[src/rtl/core_timer.sv]
// core_timer: machine timer (mtime/mtimecmp) and machine software interrupt
// (msip) unit behind a 64-bit request/grant register port.
//
// Ports:
//   clk_i, rst_ni      system clock, asynchronous active-low reset
//   rtc_i              asynchronous real-time-clock; each rising edge advances mtime
//   req_i/we_i         register access request / write (1) or read (0)
//   addr_i             byte address, bits [2:0] ignored
//   be_i, wdata_i      write byte enables and write data
//   gnt_o              grant, combinationally equal to req_i (always ready)
//   rvalid_o           response valid, one cycle after grant
//   rdata_o, err_o     read data and unmapped-address error, valid with rvalid_o
//   time_irq_o         registered (mtime >= mtimecmp)
//   sw_irq_o           msip register
//
// Handshake: a request is accepted on every clock edge where req_i is high
// (gnt_o = req_i). Exactly one response (rvalid_o high for one cycle) follows
// each accepted request in the next cycle, for reads and writes alike.
// Reads return the register contents from before the granting edge.
module core_timer #(
  parameter int SYNC_STAGES = 2,
  parameter int ADDR_W      = 16
) (
  input  logic              clk_i,
  input  logic              rst_ni,
  input  logic              rtc_i,
  input  logic              req_i,
  input  logic              we_i,
  input  logic [ADDR_W-1:0] addr_i,
  input  logic [7:0]        be_i,
  input  logic [63:0]       wdata_i,
  output logic              gnt_o,
  output logic              rvalid_o,
  output logic [63:0]       rdata_o,
  output logic              err_o,
  output logic              time_irq_o,
  output logic              sw_irq_o
);

  localparam logic [ADDR_W-1:0] MSIP_ADDR     = ADDR_W'(16'h0000);
  localparam logic [ADDR_W-1:0] MTIMECMP_ADDR = ADDR_W'(16'h4000);
  localparam logic [ADDR_W-1:0] MTIME_ADDR    = ADDR_W'(16'hBFF8);

  // RTC synchronizer and edge detector
  logic [SYNC_STAGES-1:0] sync_q;
  logic                   edge_q;
  logic                   tick;

  // Architectural state
  logic [63:0] mtime_q, mtime_d;
  logic [63:0] mtimecmp_q, mtimecmp_d;
  logic        msip_q, msip_d;
  logic        time_irq_q, time_irq_d;

  // Response pipeline
  logic        rvalid_q;
  logic [63:0] rdata_q, rdata_d;
  logic        err_q, err_d;

  logic [ADDR_W-4:0] word_addr;
  logic              sel_msip, sel_cmp, sel_time;
  logic [63:0]       mtime_inc;
  logic              unused_addr_lsb;

  function automatic logic [63:0] apply_be(input logic [63:0] base,
                                           input logic [63:0] wdata,
                                           input logic [7:0]  be);
    logic [63:0] res;
    res = base;
    for (int i = 0; i < 8; i++) begin
      if (be[i]) res[8*i +: 8] = wdata[8*i +: 8];
    end
    return res;
  endfunction

  assign tick            = sync_q[SYNC_STAGES-1] & ~edge_q;
  assign word_addr       = addr_i[ADDR_W-1:3];
  assign unused_addr_lsb = ^addr_i[2:0];
  assign sel_msip        = (word_addr == MSIP_ADDR[ADDR_W-1:3]);
  assign sel_cmp         = (word_addr == MTIMECMP_ADDR[ADDR_W-1:3]);
  assign sel_time        = (word_addr == MTIME_ADDR[ADDR_W-1:3]);

  // A write to mtime on a tick edge masks onto the incremented value, so a
  // full write wins and the tick is lost; a partial write keeps the carry.
  assign mtime_inc = mtime_q + {63'd0, tick};

  always_comb begin
    mtime_d    = mtime_inc;
    mtimecmp_d = mtimecmp_q;
    msip_d     = msip_q;
    rdata_d    = 64'd0;
    err_d      = 1'b0;
    time_irq_d = (mtime_q >= mtimecmp_q);
    if (req_i) begin
      err_d = ~(sel_msip | sel_cmp | sel_time);
      if (we_i) begin
        if (sel_msip && be_i[0]) msip_d     = wdata_i[0];
        if (sel_cmp)             mtimecmp_d = apply_be(mtimecmp_q, wdata_i, be_i);
        if (sel_time)            mtime_d    = apply_be(mtime_inc, wdata_i, be_i);
      end else begin
        if (sel_msip)      rdata_d = {63'd0, msip_q};
        else if (sel_cmp)  rdata_d = mtimecmp_q;
        else if (sel_time) rdata_d = mtime_q;
      end
    end
  end

  always_ff @(posedge clk_i or negedge rst_ni) begin
    if (!rst_ni) begin
      sync_q     <= '0;
      edge_q     <= 1'b0;
      mtime_q    <= 64'd0;
      mtimecmp_q <= '1;
      msip_q     <= 1'b0;
      time_irq_q <= 1'b0;
      rvalid_q   <= 1'b0;
      rdata_q    <= 64'd0;
      err_q      <= 1'b0;
    end else begin
      sync_q     <= {sync_q[SYNC_STAGES-2:0], rtc_i};
      edge_q     <= sync_q[SYNC_STAGES-1];
      mtime_q    <= mtime_d;
      mtimecmp_q <= mtimecmp_d;
      msip_q     <= msip_d;
      time_irq_q <= time_irq_d;
      rvalid_q   <= req_i;
      rdata_q    <= rdata_d;
      err_q      <= err_d;
    end
  end

  assign gnt_o      = req_i;
  assign rvalid_o   = rvalid_q;
  assign rdata_o    = rdata_q;
  assign err_o      = err_q;
  assign time_irq_o = time_irq_q;
  assign sw_irq_o   = msip_q;

endmodule

[config.mk]
export PLATFORM = sky130hd
export DESIGN_NAME = core_timer
export DESIGN_NICKNAME = d
export VERILOG_FILES = /design/src/rtl/core_timer.sv
export SDC_FILE = /design/constraint.sdc
export NUM_CORES = 1
export LEC_CHECK = 0
export CELL_PAD_IN_SITES_DETAIL_PLACEMENT = 1
export CELL_PAD_IN_SITES_GLOBAL_PLACEMENT = 1
export CORE_MARGIN = 8
export CORE_UTILIZATION = 45
export CTS_CLUSTER_DIAMETER = 120
export DETAILED_ROUTE_END_ITERATION = 10
export PLACE_DENSITY = 0.9
export SLEW_MARGIN = 30
export SYNTH_ARGS = -nofsm -noshare
export SYNTH_HDL_FRONTEND = slang
export SYNTH_SLANG_ARGS = --single-unit
[constraint.sdc]
create_clock -name clk_i -period 4.1 [get_ports clk_i]
set_clock_uncertainty 0.2 [all_clocks]
set_input_delay 0.41 -clock clk_i [delete_from_list [all_inputs] [get_ports clk_i]]
set_output_delay 0.41 -clock clk_i [all_outputs]
set_load 0.1 [all_outputs]
==> flow_summary.yaml <==
logic_synthesis:
  synth_cell_types: 46
  yosysTopAreaCell: "dfrtp_1"
  synthFlopType: "dfrtp_1"
  ys_async_sr_fraction_pct: 100
  yosysMostFrequentCell: "nor2_1"
  syn_nets: 1247
  post_synth_inst_count: 1088
  avgSynthCellArea_um2: 9.52
  synth_top_area_share_pct: 32.6
  synth_common_cells: "nor2_1 (158), dfrtp_1 (135), nand2_1 (112), a21oi_1 (91), inv_1 (73)"
  ys_warn_count: 0
  syn_area_um2: 10400
  synthTopCellsByArea: "dfrtp_1 (33%), dfstp_2 (16%), ha_1 (8.0%)"
  synth_edf_count: 0
  ys_seq_area_share_pct: 48.9
  ys_ff_latch: 199
sta:
  final.min_clock_period_ns: 3.16
  tightestPinTransition_ns: 1.03
  slew_headroom_pct: 31.3
  timing.fmax_mhz: 316
  rsz0062_at_grt: "false"
  finalCritPeriodShare_pct: 77.2
  tns_ns: 0
  finalMaxSlewViolations: 0
  setup_violations: 0
  finalHoldViolations: 0
clock_network:
  clock_path_buffers: 2
  h-tree-depth: 4
  insertion_delay_ns: 0.43
  cts_root_buf: "clkbuf_16"
  cts.sinks: 199
  cts_tree: "done"
  clkTransAtPathRegs_ns: 0.07
  cts_buffers: 17
  post_cts_buffers: 0
final_layout:
  layout-drive-gt1-share_pct: 12.3
  area.growth.synth_to_final_pct: 24.5
  layoutNonFillerInstCount: 1535
  nets: 1395
  final.fill_count: 2534
  fin_area_um2: 12900
grt:
  antenna_found_initial: 1
  grt_max_degree: 129
  grt_overflow: 0
  grt.total_usage_pct: 22.2
  grt_pass1_vias: 9617
  grt_first_pass_wirelength_um: 50400
drt:
  first_pass_iters: 5
  drc: 0
  wl_met2_um: 16300
  vias_per_cell: 5.64
  via_count: 8665
  wl_um: 30900
  top_layer_used: "met4"
  m1WireLength_um: 12800
  wl_per_cell_um: 20.2
  met3_length_um: 1070
  drt_iter0_markers: 532
  postRouteAntennaNets: 0
worst_setup_path:
  cp.required_ns: 4.18
  cp_cell_sequence: "nor2b_1 > ha_1 > ha_1 > nand3_1 > nor4_4 > nand4_4 > nor3_2 > xnor2_1 > a21oi_1"
  cp_common_cell: "ha_1"
  path_class: "reg -> reg"
  cp-start-kind: "flop"
  crit_family: "simple AND/OR/NAND/NOR gates"
  crit_path_top_delay_cell: "nor4_4"
  critical_path_buf_inv_count: 0
  critical_path_arrival_ns: 3.24
  cp-end-kind: "flop"
  critPathMaxStageDelay_ns: 0.77
  crit_fanout: 8
flow_run:
  maxCapViolCount: 0
pwr:
  p_leak_nw: 5.71
  p_per_area_nw_per_um2: 462
  vdd_ir_drop_max_v: 0.000239
placement:
  dp_cells: 1501
  dpl-instance-area_um2: 12300
  place_hpwl_um: 22500
  port_buffers: 158
  place_congestion: 0.827
die:
  die_w_um: 168
  fp-row-count: 55
  dieArea_um2: 28100
  die_h_um: 168
  io_pins: 162
  core_area_um2: 22600
  initial_utilization_pct: 45.7
run_status:
  status: "finished clean"
min_path:
  hold_class: "reg -> reg"
-- timing repair --
action / in CTS / in global routing
hold buffers: 1 / 0
gates resized for setup: 0 / 0
endpoints found under the hold margin: 84 / 0
-- final timing paths --
path / start / slack (ns) / end / cells past startpoint
max in group asynchronous: rst_ni / 2.40 / mtimecmp_q[27]$_DFFE_PN1P_ / 3
worst min register to register: sync_q[0]$_DFF_PN0_ / 0.15 / sync_q[1]$_DFF_PN0_ / 0
worst max-delay path: edge_q$_DFF_PN0_ / 0.94 / mtime_q[60]$_DFF_PN0_ / 9
min in group asynchronous: rst_ni / 0.38 / mtime_q[17]$_DFF_PN0_ / 2
worst min-delay path: sync_q[0]$_DFF_PN0_ / 0.15 / sync_q[1]$_DFF_PN0_ / 0
worst max register to register: edge_q$_DFF_PN0_ / 0.94 / mtime_q[60]$_DFF_PN0_ / 9
-- area by class of cell --
type,instances,area [um2],area share [%]
antenna,1,2.50,0.0194
clock buffer,19,443,3.44
clock inverter,13,168,1.30
inverter,74,278,2.15
multi-input combinational,769,4850,37.6
sequential,199,5060,39.2
tap,285,357,2.77
timing repair buffer,175,1730,13.4
-- flip-flops by register name, summed over array words and instances (netlist names) --
signal      flops
edge_q          1
err_o           1
mtime_q        64
mtimecmp_q     64
rdata_o        64
rvalid_o        1
sw_irq_o        1
sync_q          2
time_irq_o      1
-- power breakdown --
group / internal (W) / leakage [nW] / switching (W)
logic: 0.000654 / 3.15 / 0.00102
registers: 0.00216 / 2.26 / 0.000358
clock network: 0.000987 / 0.295 / 0.000780
-- worst register-to-register path, stage by stage (launching register included) --
cell,delay (ns)
dfrtp_1,0.37
nor2b_1,0.12
ha_1,0.20
ha_1,0.19
nand3_1,0.25
nor4_4,0.77
nand4_4,0.38
nor3_2,0.31
xnor2_1,0.15
a21oi_1,0.09
-- routing by layer --
metal,GRT usage [%],up-vias
li1,-,4033
met1,26.6,4382
met2,39.8,200
met3,2.92,50
met4,8.66,0
met5,0,-
-- cells by family after synthesis --
| group | share of synthesized area (%) |
|---|---|
| buffers and inverters | 4.45 |
| xor gates and xnor gates | 5.24 |
| and+or+nand+nor | 19.4 |
| AOI/OAI and AO/OA | 13.5 |
| adders and majority gates | 7.98 |
| DFF | 48.9 |
| muxes | 0.532 |
-- cells in the final DEF (no fill, tap or decap), types with 41 or more instances in the layout --
| cell type | count |
|---|---|
| dfrtp_1 | 135 |
| a21oi_1 | 91 |
| o21ai_0 | 72 |
| nand2_1 | 112 |
| a22oi_1 | 64 |
| xnor2_1 | 41 |
| nor2_1 | 157 |
| dfstp_2 | 64 |
| inv_1 | 73 |
| clkdlybuf4s50_1 | 156 |
| ha_1 | 66 |
-- per-stage QoR --
stage / hold WS [ns] / setup slack (ns) / total power, W / utilization (%)
2_1_floorplan: -0.0856 / 1.66 / 0.00365 / -
3_3_place_gp: 0.132 / 1.02 / 0.00410 / 54.2
3_5_place_dp: 0.136 / 0.889 / 0.00420 / 54.2
4_1_cts: 0.153 / 0.932 / 0.00600 / 56.9
5_1_grt: 0.175 / 0.783 / 0.00627 / 56.9
6_report: 0.153 / 0.936 / 0.00596 / 56.9
Note: power is estimated with default switching activity, not from simulation.
